--- src/rtl/micro_sequencer.sv ---
// Two-phase (ISSUE/EXEC) microprogram sequencer with range-checked branch targets.
// Define MICRO_SEQUENCER_USTACK_EN to add a 2-entry microsubroutine return stack (CALL/RETURN).
module micro_sequencer #(
  parameter logic [4:0] FETCH_ADDR = 5'd1,
  parameter logic [4:0] DISP_BASE  = 5'd8,
  parameter logic [4:0] MAX_ADDR   = 5'd24
) (
  input  logic        clk,
  input  logic        reset,
  input  logic [28:0] cwrd,
  input  logic [3:0]  opcode,
  input  logic        flag_z,
  input  logic        flag_c,
  input  logic        flag_n,
  input  logic        stall,
  output logic [4:0]  addr,
  output logic        cw_valid,
  output logic        halted,
  output logic        err
);

  typedef enum logic [1:0] {ISSUE, EXEC, HALT} state_t;

  state_t     state, state_nx;
  logic [4:0] addr_nx;
  logic       err_nx;

  logic [4:0] nxt;
  logic [1:0] mode, csel;
  logic       cond;
  logic [5:0] seq_addr;
  logic [5:0] target;
  logic       is_call, is_ret, stk_fault;
  logic       do_push, do_pop;
  logic       unused_cwrd;

  assign nxt         = cwrd[4:0];
  assign mode        = cwrd[6:5];
  assign csel        = cwrd[8:7];
  assign unused_cwrd = ^cwrd[28:9];

  // Six bits so that addr+1 and dispatch overflow stay visible to the range check.
  assign seq_addr = {1'b0, addr} + 6'd1;

  always_comb begin
    case (csel)
      2'b00:   cond = 1'b1;
      2'b01:   cond = flag_z;
      2'b10:   cond = flag_c;
      default: cond = flag_n;
    endcase
  end

`ifdef MICRO_SEQUENCER_USTACK_EN
  logic [1:0][5:0] stk;
  logic [1:0]      sp;
  logic [5:0]      stk_top;

  assign is_call   = (mode == 2'b11) && (csel == 2'b11);
  assign is_ret    = (mode == 2'b00) && (csel == 2'b11);
  assign stk_top   = (sp == 2'd2) ? stk[1] : stk[0];
  assign stk_fault = (is_call && sp == 2'd2) || (is_ret && sp == 2'd0);

  always_ff @(posedge clk) begin
    if (reset) begin
      stk <= '0;
      sp  <= 2'd0;
    end else if (do_push) begin
      stk[sp[0]] <= seq_addr;
      sp         <= sp + 2'd1;
    end else if (do_pop) begin
      sp <= sp - 2'd1;
    end
  end
`else
  logic [5:0] stk_top;
  assign is_call   = 1'b0;
  assign is_ret    = 1'b0;
  assign stk_top   = 6'd0;
  assign stk_fault = 1'b0;
`endif

  always_comb begin
    case (mode)
      2'b00:   target = is_ret ? stk_top : {1'b0, FETCH_ADDR};
      2'b01:   target = cond ? {1'b0, nxt} : seq_addr;
      2'b10:   target = {1'b0, DISP_BASE} + {2'b00, opcode};
      default: target = {1'b0, nxt};
    endcase
  end

  always_comb begin
    state_nx = state;
    addr_nx  = addr;
    err_nx   = err;
    do_push  = 1'b0;
    do_pop   = 1'b0;
    case (state)
      ISSUE: if (!stall) state_nx = EXEC;
      // Flags and cwrd are only consumed on the un-stalled EXEC edge.
      EXEC: if (!stall) begin
        if (target > {1'b0, MAX_ADDR} || stk_fault) begin
          err_nx   = 1'b1;
          state_nx = HALT;
        end else begin
          addr_nx  = target[4:0];
          state_nx = ISSUE;
          do_push  = is_call;
          do_pop   = is_ret;
        end
      end
      HALT:    state_nx = HALT;
      default: state_nx = HALT;
    endcase
  end

  always_ff @(posedge clk) begin
    if (reset) begin
      state <= ISSUE;
      addr  <= FETCH_ADDR;
      err   <= 1'b0;
    end else begin
      state <= state_nx;
      addr  <= addr_nx;
      err   <= err_nx;
    end
  end

  assign cw_valid = (state == EXEC);
  assign halted   = (state == HALT);

endmodule

--- config.mk ---
export PLATFORM = sky130hd
export DESIGN_NAME = micro_sequencer
export DESIGN_NICKNAME = d
export VERILOG_FILES = /design/src/rtl/micro_sequencer.sv
export SDC_FILE = /design/constraint.sdc
export NUM_CORES = 1
export LEC_CHECK = 0
export BUFFER_PORTS_ARGS = -buffer_cell sky130_fd_sc_hd__buf_2
export CAP_MARGIN = 20
export CORE_MARGIN = 8
export CORE_UTILIZATION = 41
export CTS_CLUSTER_SIZE = 16
export DETAILED_ROUTE_END_ITERATION = 7
export GPL_ROUTABILITY_DRIVEN = 1
export GPL_TIMING_DRIVEN = 1
export PLACE_DENSITY = 0.89
export RECOVER_POWER = 25
export SLEW_MARGIN = 15
export SYNTH_ARGS = -nofsm -noshare
export SYNTH_HDL_FRONTEND = slang
export SYNTH_SLANG_ARGS = --single-unit
--- constraint.sdc ---
create_clock -name clk -period 2.5 [get_ports clk]
set_input_delay 0.5 -clock clk [delete_from_list [all_inputs] [get_ports clk]]
set_output_delay 0.5 -clock clk [all_outputs]
set_load 0.005 [all_outputs]
# Yosys cells after proc, flatten, opt, wreduce, memory -nomap -nowiden
# Cells that the tools add are included.
[classes]
add_sub_neg = 2
magnitude_cmp = 1
eq_ne = 8
n_mux = 7
bitwise = 2
reduce_logical = 6
[ops]
columns = ["op", "count"]
rows = [
  ["$pmux W6 S3", 1],
  ["$add A5 B1 Y6 const B", 1],
  ["$eq A2 B1 Y1 const B", 3],
  ["$eq A2 B2 Y1 const B", 3],
  ["$gt A6 B5 Y1 const B", 1],
  ["$logic_not A2 Y1", 3],
  ["$mux W2", 3],
  ["$mux W6", 1],
  ["$reduce_and A3 Y1", 2],
  ["$add A4 B4 Y5 const A", 1],
  ["$ne A2 B2 Y1 const B", 2],
  ["$pmux W2 S2", 1],
  ["$pmux W1 S3", 1],
  ["$not A1 Y1", 2],
  ["$reduce_and A2 Y1", 1],
]
[word_totals]
regBits = 8
input_bits = 39
output_inout_bits = 8
word_cells = 29

# Longest topological paths before layout
# Gate-level depths: netlist of run 1.
[depth]
word_depth = 8
depth_mapped = 7

# Least setup slack after synthesis of run 1
# OpenSTA, ideal clock, no wires.
[synth_timing]
path_kind = "input to register"
startpoint = "in cwrd[7]"
endpoint = "reg addr[2]"
setup_time_ps = 122
t_arrival_ps = 2050
t_required_ps = 2378
path_slack_ps = 328
path_stages = 5
n_path_buf = 0
cell_sequence = "or4b_4 > o21a_4 > o41ai_4 > nor4_1 > a311o_1"
[synth_via]
elab_chain_cells = 7
word_cells_on_any_way = 9
cone_classes = "order compare: 1; eq/ne: 2; mux: 3; bitwise: 1; reduce/logical: 2"
[synth_rtl]
columns = ["item", "line", "text"]
rows = [
  ["start: declaration", "10", "input logic [28:0] cwrd,"],
  ["$eq A2 B2 Y1, or another cell as far along", "46", "case (csel)"],
  ["$pmux W1 S3 *", "46", ""],
  ["$mux W6 *", "86", "2'b01: target = cond ? {1'b0, nxt} : seq_addr;"],
  ["$pmux W6 S3 *", "84", "case (mode)"],
  ["$gt A6 B5 Y1", "102", "if (target > {1'b0, MAX_ADDR} || stk_fault) begin"],
  ["$not A1 Y1 (no source line)", "-", ""],
  ["$reduce_and A3 Y1 (no source line)", "-", ""],
  ["end signal: assignment", "124", "addr <= addr_nx;"],
  ["end: declaration", "16", "output logic [4:0] addr,"],
]
# Mark *: on every way between the ends. The rest lies on a longest branch, timed or not.
# A chain may end at the register's enable or synchronous reset.

# Final worst setup path of run 1
[layout_timing]
startpoint = "in cwrd[7]"
endpoint = "reg addr[1]"
# The elaborated chain is that of the path after synthesis.

==> impl_results.md, run 1 <==
* Largest family of logic cells by synthesized area: compound AO/OA/AOI/OAI gates
* Critical Path End Type: register
* Drt wl/cell at ~15 um
* Rows at 15
* Io pins at 47
* Vias at roughly 800
* Starting Density at ~43%
* Chip height at ~58 um
* CP arrival at ~2.3 ns
* Post-route ant nets at 0
* Largest net degree at the start of global routing at 19
* EDFF count, synth at 0
* CTS root buffer: clkbuf_4
* Port bufs at 26
* Gate power share at 32.2%
* Type of origin of the critical path: input port
* Ys async rst share at 0%
* Final setup viols at 0
* Multiplexer area fraction after synthesis at between 5 and 6%
* Core area at 1690 um2
* Tmin final at between 2 and 2.5 ns
* Worst hold path class: register to register
* Clk pwr share at 27.6%
* 1st-pass router iterations at 4
* Hold_ws at about 0.49 ns
* Final number of max-transition violations at 0
* Hold Startpoint: state[1]
* Post-Synth Simple-Gate Area at approximately 28%
* Outcome: completed
* Xor-xnor portion of the synthesized cell area at roughly 4.8%
* Hold-fix buffers, CTS at 0
* N_diodes at 0
* Dominant synthesized flop cell: dfxtp_1
* Slew margin rel. at a little over two thirds
* DP Worst Slack at 0.0718 ns
* First-pass GRT wire length at approximately 3500 um
* FF+latch count, synth at 8
* Max Fclk at between 400 and 500 MHz
* Maximum VDD drop at approximately 0.00024 V
* H-tree depth at 1
* Worst-skew pair later-pin latency at between 0.2 and 0.3 ns
* Post-Route Utilization at ~54%
* Net Switching at around 0.00011 W
* Cts bufs inserted at 3
* # nets final at roughly 160
* Worst Path Required at approximately 2.6 ns
* CTS Buffer Depth at 2
* Period utilisation layout at between 80 and 90%
* PwrDens at ~390 nW/um2
* Post-CTS resize count at 0
* Warnings from Yosys at 0
* Area Overhead vs Synth at 25.2%
* Die width at about 58 um
* Initial antenna violation count at 0
* Total grt overflow at 0
* Sw Share at a little under a third
* Synth area leaders: dfxtp_1, a21oi_1, nand2_1
* Sequential share of power at 40.2%
* Kind of critical path: input port to register
* Vias per cell at between 5 and 6
* Sink Count at 8
* Cell Area, Synth at 724 um2
* Gr usage total at 12.4%
* Distinct cells, synth at 38
* R2r startpoint: addr[1]
* Post-Route WL at 2020 um
* Adder-cell share of the synthesized area at 1.73%
* Internal Pwr Total at around 0.00024 W
* Complex-gate fraction of the synthesized area at between 30% and 40%
* Number of global-route vias before repair at around 840
* DR DRC count at 0
* Max Cap Viol at 0
* Setup Total Neg Slack at 0 ns
* Hpwl dp at about 1600 um
* TritonCTS clock tree: done
* Syn_nets at approximately 130
* Area leader, netlist: dfxtp_1
* Final Hold Vio Count at 0
* RSZ-0062 raised after global routing: false
* Setup ws final at ~0.32 ns
* Share of the synthesized area in the top cell type at around 22%
* Layout cells sized above 1 at around a third
* Total die area at 3370 um2
* Filler instances at ~170
* Leakage power at 0.386 nW
* CP startpoint: cwrd[7]
* Starting DRT DRC Count at 20
* GPL Wtd Cong at about 0.85
* Max FO, Critical Path at 6
* Worst Clk Skew at 0.00297 ns
* Syn_area_per_cell at between 7 and 8 um2
* Worst-margin pin slew at around 0.45 ns
* # Post-CTS Setup Buffers at 0
* Syn Inst Count at a little over 90
* Clock transition at path regs at approximately 0.050 ns
* Sequential area share after synthesis at roughly 22%
-- power groups by stage --
stage          Combinational (W)  Clock [W]  Sequential (W)
5_1_grt                 0.000127   0.000108        0.000143
3_3_place_gp            0.000109          0        0.000144
6_report                0.000114  0.0000980        0.000142
4_1_cts                 0.000114   0.000103        0.000142
3_5_place_dp            0.000113          0        0.000145
2_1_floorplan          0.0000686          0        0.000145
-- layout by cell type, fill, tap and decap left out, types with 2 or more instances in the layout --
cell,instances
o21ai_0,5
a311oi_1,2
buf_4,3
nor2_1,7
mux2i_1,2
nor2b_1,4
nor4_1,3
nand2_1,10
clkbuf_4,3
a21oi_1,8
dfxtp_1,8
clkbuf_1,2
a31oi_1,2
xnor2_1,3
inv_1,3
mux2_2,2
nand3_1,6
buf_2,24
nor3_1,2
-- cell type report --
| cell class | count | area [um2] | share of cell area, % |
|---|---|---|---|
| inverters | 3 | 11.3 | 1.24 |
| multi-input cells | 78 | 542 | 59.7 |
| well taps | 17 | 21.3 | 2.34 |
| repair buffers | 29 | 150 | 16.6 |
| clock buffers | 3 | 22.5 | 2.48 |
| flip-flops and latches | 8 | 160 | 17.7 |
-- logic make-up (layout without fill, tap and decap cells) --
logic type	Yosys count	count (layout)
simple gates	38	38
compound gates	31	31
flops	8	8
buf+inv	6	35
xor+xnor	4	4
mux	4	4
fa+ha+maj	1	1
-- synth_stat cells, drive strengths merged, types with 2 or more instances --
cell	instances
a311oi	2
a21oi	8
nor2b	4
dfxtp	8
inv	3
o21ai	5
o21a	2
a32oi	2
xnor2	3
clkbuf	3
nand2	10
a311o	2
mux2i	2
mux2	2
a31oi	2
nor3	2
nor2	7
nand3	6
nor4	3
-- final timing paths --
path,to,slack (ns),cells after the start
setup / recovery,addr[1],0.32,8
hold / removal,state[0],0.49,1
setup reg to reg,addr[0],0.42,6
hold reg to reg,state[0],0.49,1
-- through the flow --
stage | cells | total power (W) | cell area (um2)
5_1_grt | 138 | 0.000378 | 907
3_5_place_dp | 135 | 0.000258 | 887
4_1_cts | 138 | 0.000359 | 910
3_3_place_gp | 135 | 0.000254 | 887
2_1_floorplan | 92 | 0.000214 | 724
6_report | 138 | 0.000355 | 907
-- per-layer routing --
layer | global-route usage (%) | vias to the layer above | share of wire, %
li1 | - | 415 | -
met5 | 0 | - | 0
met4 | 6.29 | 0 | 2.0
met1 | 14.1 | 363 | 46
met2 | 20.9 | 22 | 46
met3 | 3.31 | 5 | 6.3
-- flip-flops by register name (all words and copies together) (netlist names) --
register / flops
err: 1
state: 2
addr: 5
-- worst max-delay path, stage by stage --
cell and delay [ns]:
buf_2 0.13, or4b_4 0.56, o21ai_0 0.15, nand3_1 0.16, a32oi_2 0.36, buf_4 0.19
nor4_1 0.05, a211o_1 0.23
Power figures use the tool's default switching activity.
==> run 2, diff against run 1 <==
GPL_TIMING_DRIVEN = 0   (was 1)
==> run 2 against run 1 <==
Compared with the run above:
- first-iteration DRC count unchanged
- worst setup slack lost 0.030 ns
- cell count decreased by 1.4%
- clock skew about the same
- largest cell class unchanged
- sequential power hardly changed
- hold slack better by 0.020 ns
- design area is 2.3% lower
- via count grew 0.37%
- critical endpoint is now addr[0]
- count of clock-buffer cells in the layout stayed put
- combinational power fell by 6%
- largest power group unchanged
==> impl_results.md, run 2 (synthesis gave the netlist of run 1 again) <==
* Outcome: completed
* Max Cap Viol at 0
* Area Overhead vs Synth at 22.3%
* Final Hold Vio Count at 0
* Max Fclk at between 400 and 500 MHz
* Critical Path End Type: register
* Largest net degree at the start of global routing at 11
* Kind of critical path: register to register
* Crit path max-delay cell type: dfxtp_1
* Starting Density at 42.9%
* Fin area at between 800 and 900 um2
* Type of origin of the critical path: register
* Layout cells sized above 1 at about 29%
* PwrDens at 392 nW/um2
* Vias per cell at between 5 and 6
* Worst-skew pair later-pin latency at 0.25 ns
* Maximum VDD drop at approximately 0.00022 V
* Largest register FFs at 5
* Critical path's top delay family: compound AO/OA/AOI/OAI gates
* Starting DRT DRC Count at 20
* Area after DPL at about 870 um2
* Gr usage total at 12.5%
* Worst-margin pin slew at roughly 0.48 ns
* N_diodes at 0
* GPL Wtd Cong at around 0.85
* Drt wl/cell at roughly 14 um
* Rows at 15
* Max incr delay on CP at ~0.46 ns
* Worst Path Required at 2.61 ns
* Slew margin rel. at around 68%
* Vias at between 800 and 900
* Most frequent cells in the layout: buf_2, nand2_1, a21oi_1, dfxtp_1, nor2_1
* Post-route ant nets at 0
* Clock transition at path regs at ~0.05 ns
* Biggest register: addr
* Crit-path cells: ha_1, nor2b_1, a311oi_1, nand2_1, a2111oi_0, a311oi_1
* Port bufs at 24
* Setup Total Neg Slack at 0 ns
* Filler instances at 169
* Cts bufs inserted at 3
* Setup ws final at ~0.29 ns
* Initial antenna violation count at 0
* Fin cells at between 100 and 150
* Hold-fix buffers, CTS at 0
* Post-CTS resize count at 0
* DP Worst Slack at approximately 0.06 ns
* Total power at roughly 0.00035 W
* Io pins at between 40 and 50
* Post-Route WL at ~1900 um
* Worst Clk Skew at 0.00330 ns
* 1st-pass router iterations at 4
* RSZ-0062 raised after global routing: false
* Final number of max-transition violations at 0
* # Post-CTS Setup Buffers at 0
* CTS Buffer Depth at 2
* Total die area at between 3000 and 4000 um2
* Core area at 1690 um2
* Leakage power at around 0.37 nW
* DR DRC count at 0
* WP buf/inv at 0
* # nets final at around 160
* Largest registers: addr (5), state (2), err (1)
* Hpwl dp at 1580 um
* Tmin final at around 2.2 ns
* CTS root buffer: clkbuf_4
* Max FO, Critical Path at 8
* Chip height at a little under 60 um
* First-pass GRT wire length at approximately 3500 um
* Final setup viols at 0
* Commonest non-fill, non-tap cell in the layout: buf_2
* Number of global-route vias before repair at 811
* Die width at approximately 58 um
* TritonCTS clock tree: done
* CP arrival at approximately 2.3 ns
* Total grt overflow at 0
* H-tree depth at 1
* Most frequent CP cell: a311oi_1
* Post-placement cell count at roughly 130
* Worst hold path class: register to register
* Sink Count at 8
* Period utilisation layout at around nine tenths
run 2: changes by cell type in the layout (fill, tap and decap cells not counted), sizes merged:
cell / before / now
buf: 27 / 22
clkbuf: 5 / 8
run 2: layout make-up:
| class | instances | area [um2] | share of cell area (%) |
|---|---|---|---|
| Inverter | 3 | 11.3 | 1.27 |
| Sequential cell | 8 | 160 | 18.1 |
| Multi-Input combinational cell | 78 | 542 | 61.2 |
| Buffer | 3 | 11.3 | 1.27 |
| Timing Repair Buffer | 24 | 118 | 13.3 |
| Tap cell | 17 | 21.3 | 2.40 |
| Clock buffer | 3 | 22.5 | 2.54 |
run 2: routing by layer:
metal  global-route usage (%)  routed length, um  vias up
met2                     20.9                859       35
met1                     14.1                884      359
li1                         -                  -      410
met4                     5.59                 17        0
met5                        0                  0        -
met3                     3.97                170        4
run 2: worst paths after layout:
kind | cells after the start | startpoint | endpoint | slack [ns]
max | 6 | addr[0] | addr[0] | 0.29
min | 1 | state[1] | state[0] | 0.51
max reg2reg | 6 | addr[0] | addr[0] | 0.29
min reg2reg | 1 | state[1] | state[0] | 0.51
run 2: worst reg2reg max path, cell delays in order, from the launching register on:
cell	delay [ns]
dfxtp_1	0.46
ha_1	0.28
nor2b_1	0.13
a311oi_1	0.46
nand2_1	0.23
a2111oi_0	0.44
a311oi_1	0.07
run 2: power by group:
| part | internal [W] | switching (W) | total, W | leakage [nW] |
|---|---|---|---|---|
| clock | 0.0000548 | 0.0000421 | 0.0000969 | 0.0138 |
| combinational | 0.0000491 | 0.0000577 | 0.000107 | 0.288 |
| sequential | 0.000135 | 0.00000903 | 0.000144 | 0.0652 |
| total | 0.000239 | 0.000109 | 0.000347 | 0.367 |
run 2: stage by stage:
stage               utilization (%)  hold slack (ns)
floorplan                         -            0.456
global placement               51.3            0.480
detailed placement             51.3            0.499
CTS                            52.6            0.516
global route                   52.4            0.546
finish                         52.4            0.508
==> run 3, diff against run 2 <==
PLACE_DENSITY = unset   (was 0.89)
PLACE_DENSITY_LB_ADDON = 0.2   (was unset)
==> run 3 against run 2 <==
Compared with the run above:
- non-clock buffer count is the same
- hold slack gained 0.0056 ns
- register-to-register slack lost 0.05 ns
- sequential power is essentially flat
- routed wire length shrank 1.1%
- sequential cell count is the same
- largest cell class unchanged
==> impl_results.md, run 3 (synthesis gave the netlist of run 1 again) <==
* Filler instances at around 180
* CTS Buffer Depth at 2
* Outcome: completed
* Critical path's top delay family: compound AO/OA/AOI/OAI gates
* Crit path max-delay cell type: a2111oi_0
* Vias per cell at between 5 and 6
* Leakage power at roughly 0.37 nW
* PwrDens at slightly below 400 nW/um2
* Worst Path Required at about 2.6 ns
* Io pins at 47
* Largest net degree at the start of global routing at 11
* Commonest non-fill, non-tap cell in the layout: buf_2
* Met2 usage at around a fifth
* Post-placement cell count at between 100 and 150
* Tmin final at approximately 2.3 ns
* Port bufs at 24
* H-tree depth at 1
* Gr usage total at between 10 and 15%
* Crit-path cells: ha_1, nor2b_1, a311oi_1, nand2_1, a2111oi_0, a311oi_1
* Hold-fix buffers, CTS at 0
* Total grt overflow at 0
* DP Worst Slack at 0.0123 ns
* Setup Total Neg Slack at 0 ns
* N_diodes at 0
* Setup ws final at 0.240 ns
* Starting DRT DRC Count at 12
* Hpwl dp at between 1500 and 2000 um
* Initial antenna violation count at 0
* Cts bufs inserted at 3
* Period utilisation layout at 90.4%
* Met3 Use GR at 2.87%
* Most frequent cells in the layout: buf_2, nand2_1, a21oi_1, dfxtp_1, nor2_1
* Final Hold Vio Count at 0
* Max FO, Critical Path at 8
* Rows at 15
* Worst hold path class: register to register
* Biggest register: addr
* GPL Wtd Cong at ~0.85
* TritonCTS clock tree: done
* GRT met1 Usage at between 10% and 20%
* 1st-pass router iterations at 5
* Worst-margin pin slew at around 0.48 ns
* Core area at between 1500 and 2000 um2
* Drt wl/cell at about 14 um
* CP arrival at around 2.4 ns
* Type of origin of the critical path: register
* Final number of max-transition violations at 0
* Layout cells sized above 1 at 28.6%
* Post-CTS resize count at 0
* Post-Route WL at roughly 1900 um
* Total die area at approximately 3400 um2
* Clock transition at path regs at ~0.050 ns
* Final setup viols at 0
* Largest register FFs at 5
* Post-route ant nets at 0
* Gr busiest metal: met2
* Maximum VDD drop at 0.000288 V
* RSZ-0062 raised after global routing: false
* Die width at between 50 and 60 um
* Kind of critical path: register to register
* # Post-CTS Setup Buffers at 0
* Most frequent CP cell: a311oi_1
* WP buf/inv at 0
* Critical Path End Type: register
* Vias at roughly 800
* Number of global-route vias before repair at between 700 and 800
* Largest registers: addr (5), state (2), err (1)
* Max Cap Viol at 0
* Fin cells at ~140
* # nets final at 161
* Sink Count at 8
* Area Overhead vs Synth at 22.3%
* Chip height at between 50 and 60 um
* Worst Clk Skew at between 0.001 and 0.0015 ns
* First-pass GRT wire length at 3350 um
* Max Fclk at 442 MHz
* CTS root buffer: clkbuf_4
* Fin area at 886 um2
* Starting Density at ~43%
* Area after DPL at between 800 and 900 um2
* Max incr delay on CP at approximately 0.48 ns
* Worst-skew pair later-pin latency at 0.25 ns
* DR DRC count at 0
* Slew margin rel. at between 60 and 70%
run 3: area by class of cell:
class / instances / area, um2 / share of cell area, %
Buffer: 3 / 11.3 / 1.27
Sequential cell: 8 / 160 / 18.1
Inverter: 3 / 11.3 / 1.27
Multi-Input combinational cell: 78 / 542 / 61.2
Clock buffer: 3 / 22.5 / 2.54
Tap cell: 17 / 21.3 / 2.40
Timing Repair Buffer: 24 / 118 / 13.3
run 3: per-layer routing:
metal	vias to the layer above	part of all wire [%]
met3	4	5.6
met5	-	0
met4	0	0.94
met2	25	46
li1	408	-
met1	360	47
run 3: worst register-to-register path: stages (launching register included):
cell and delay, ns:
dfxtp_1 0.46, ha_1 0.28, nor2b_1 0.13, a311oi_1 0.46, nand2_1 0.23, a2111oi_0 0.49
a311oi_1 0.07
run 3: per-stage QoR:
stage          utilization, %  hold WS [ns]  total power, W
2_1_floorplan               -         0.456        0.000214
5_1_grt                  52.4         0.528        0.000370
3_5_place_dp             51.3         0.506        0.000252
3_3_place_gp             51.3         0.482        0.000250
6_report                 52.4         0.513        0.000346
4_1_cts                  52.6         0.514        0.000352
run 3: path summary, 6_finish.rpt:
kind	slack [ns]	start	end	cells past startpoint
max	0.24	addr[0]	addr[0]	6
min	0.51	state[1]	state[0]	1
max reg2reg	0.24	addr[0]	addr[0]	6
min reg2reg	0.51	state[1]	state[0]	1
run 3: power by group:
part	internal (W)	leakage, nW	switching (W)
logic	0.0000490	0.288	0.0000568
clock network	0.0000548	0.0138	0.0000419
registers	0.000135	0.0652	0.00000886
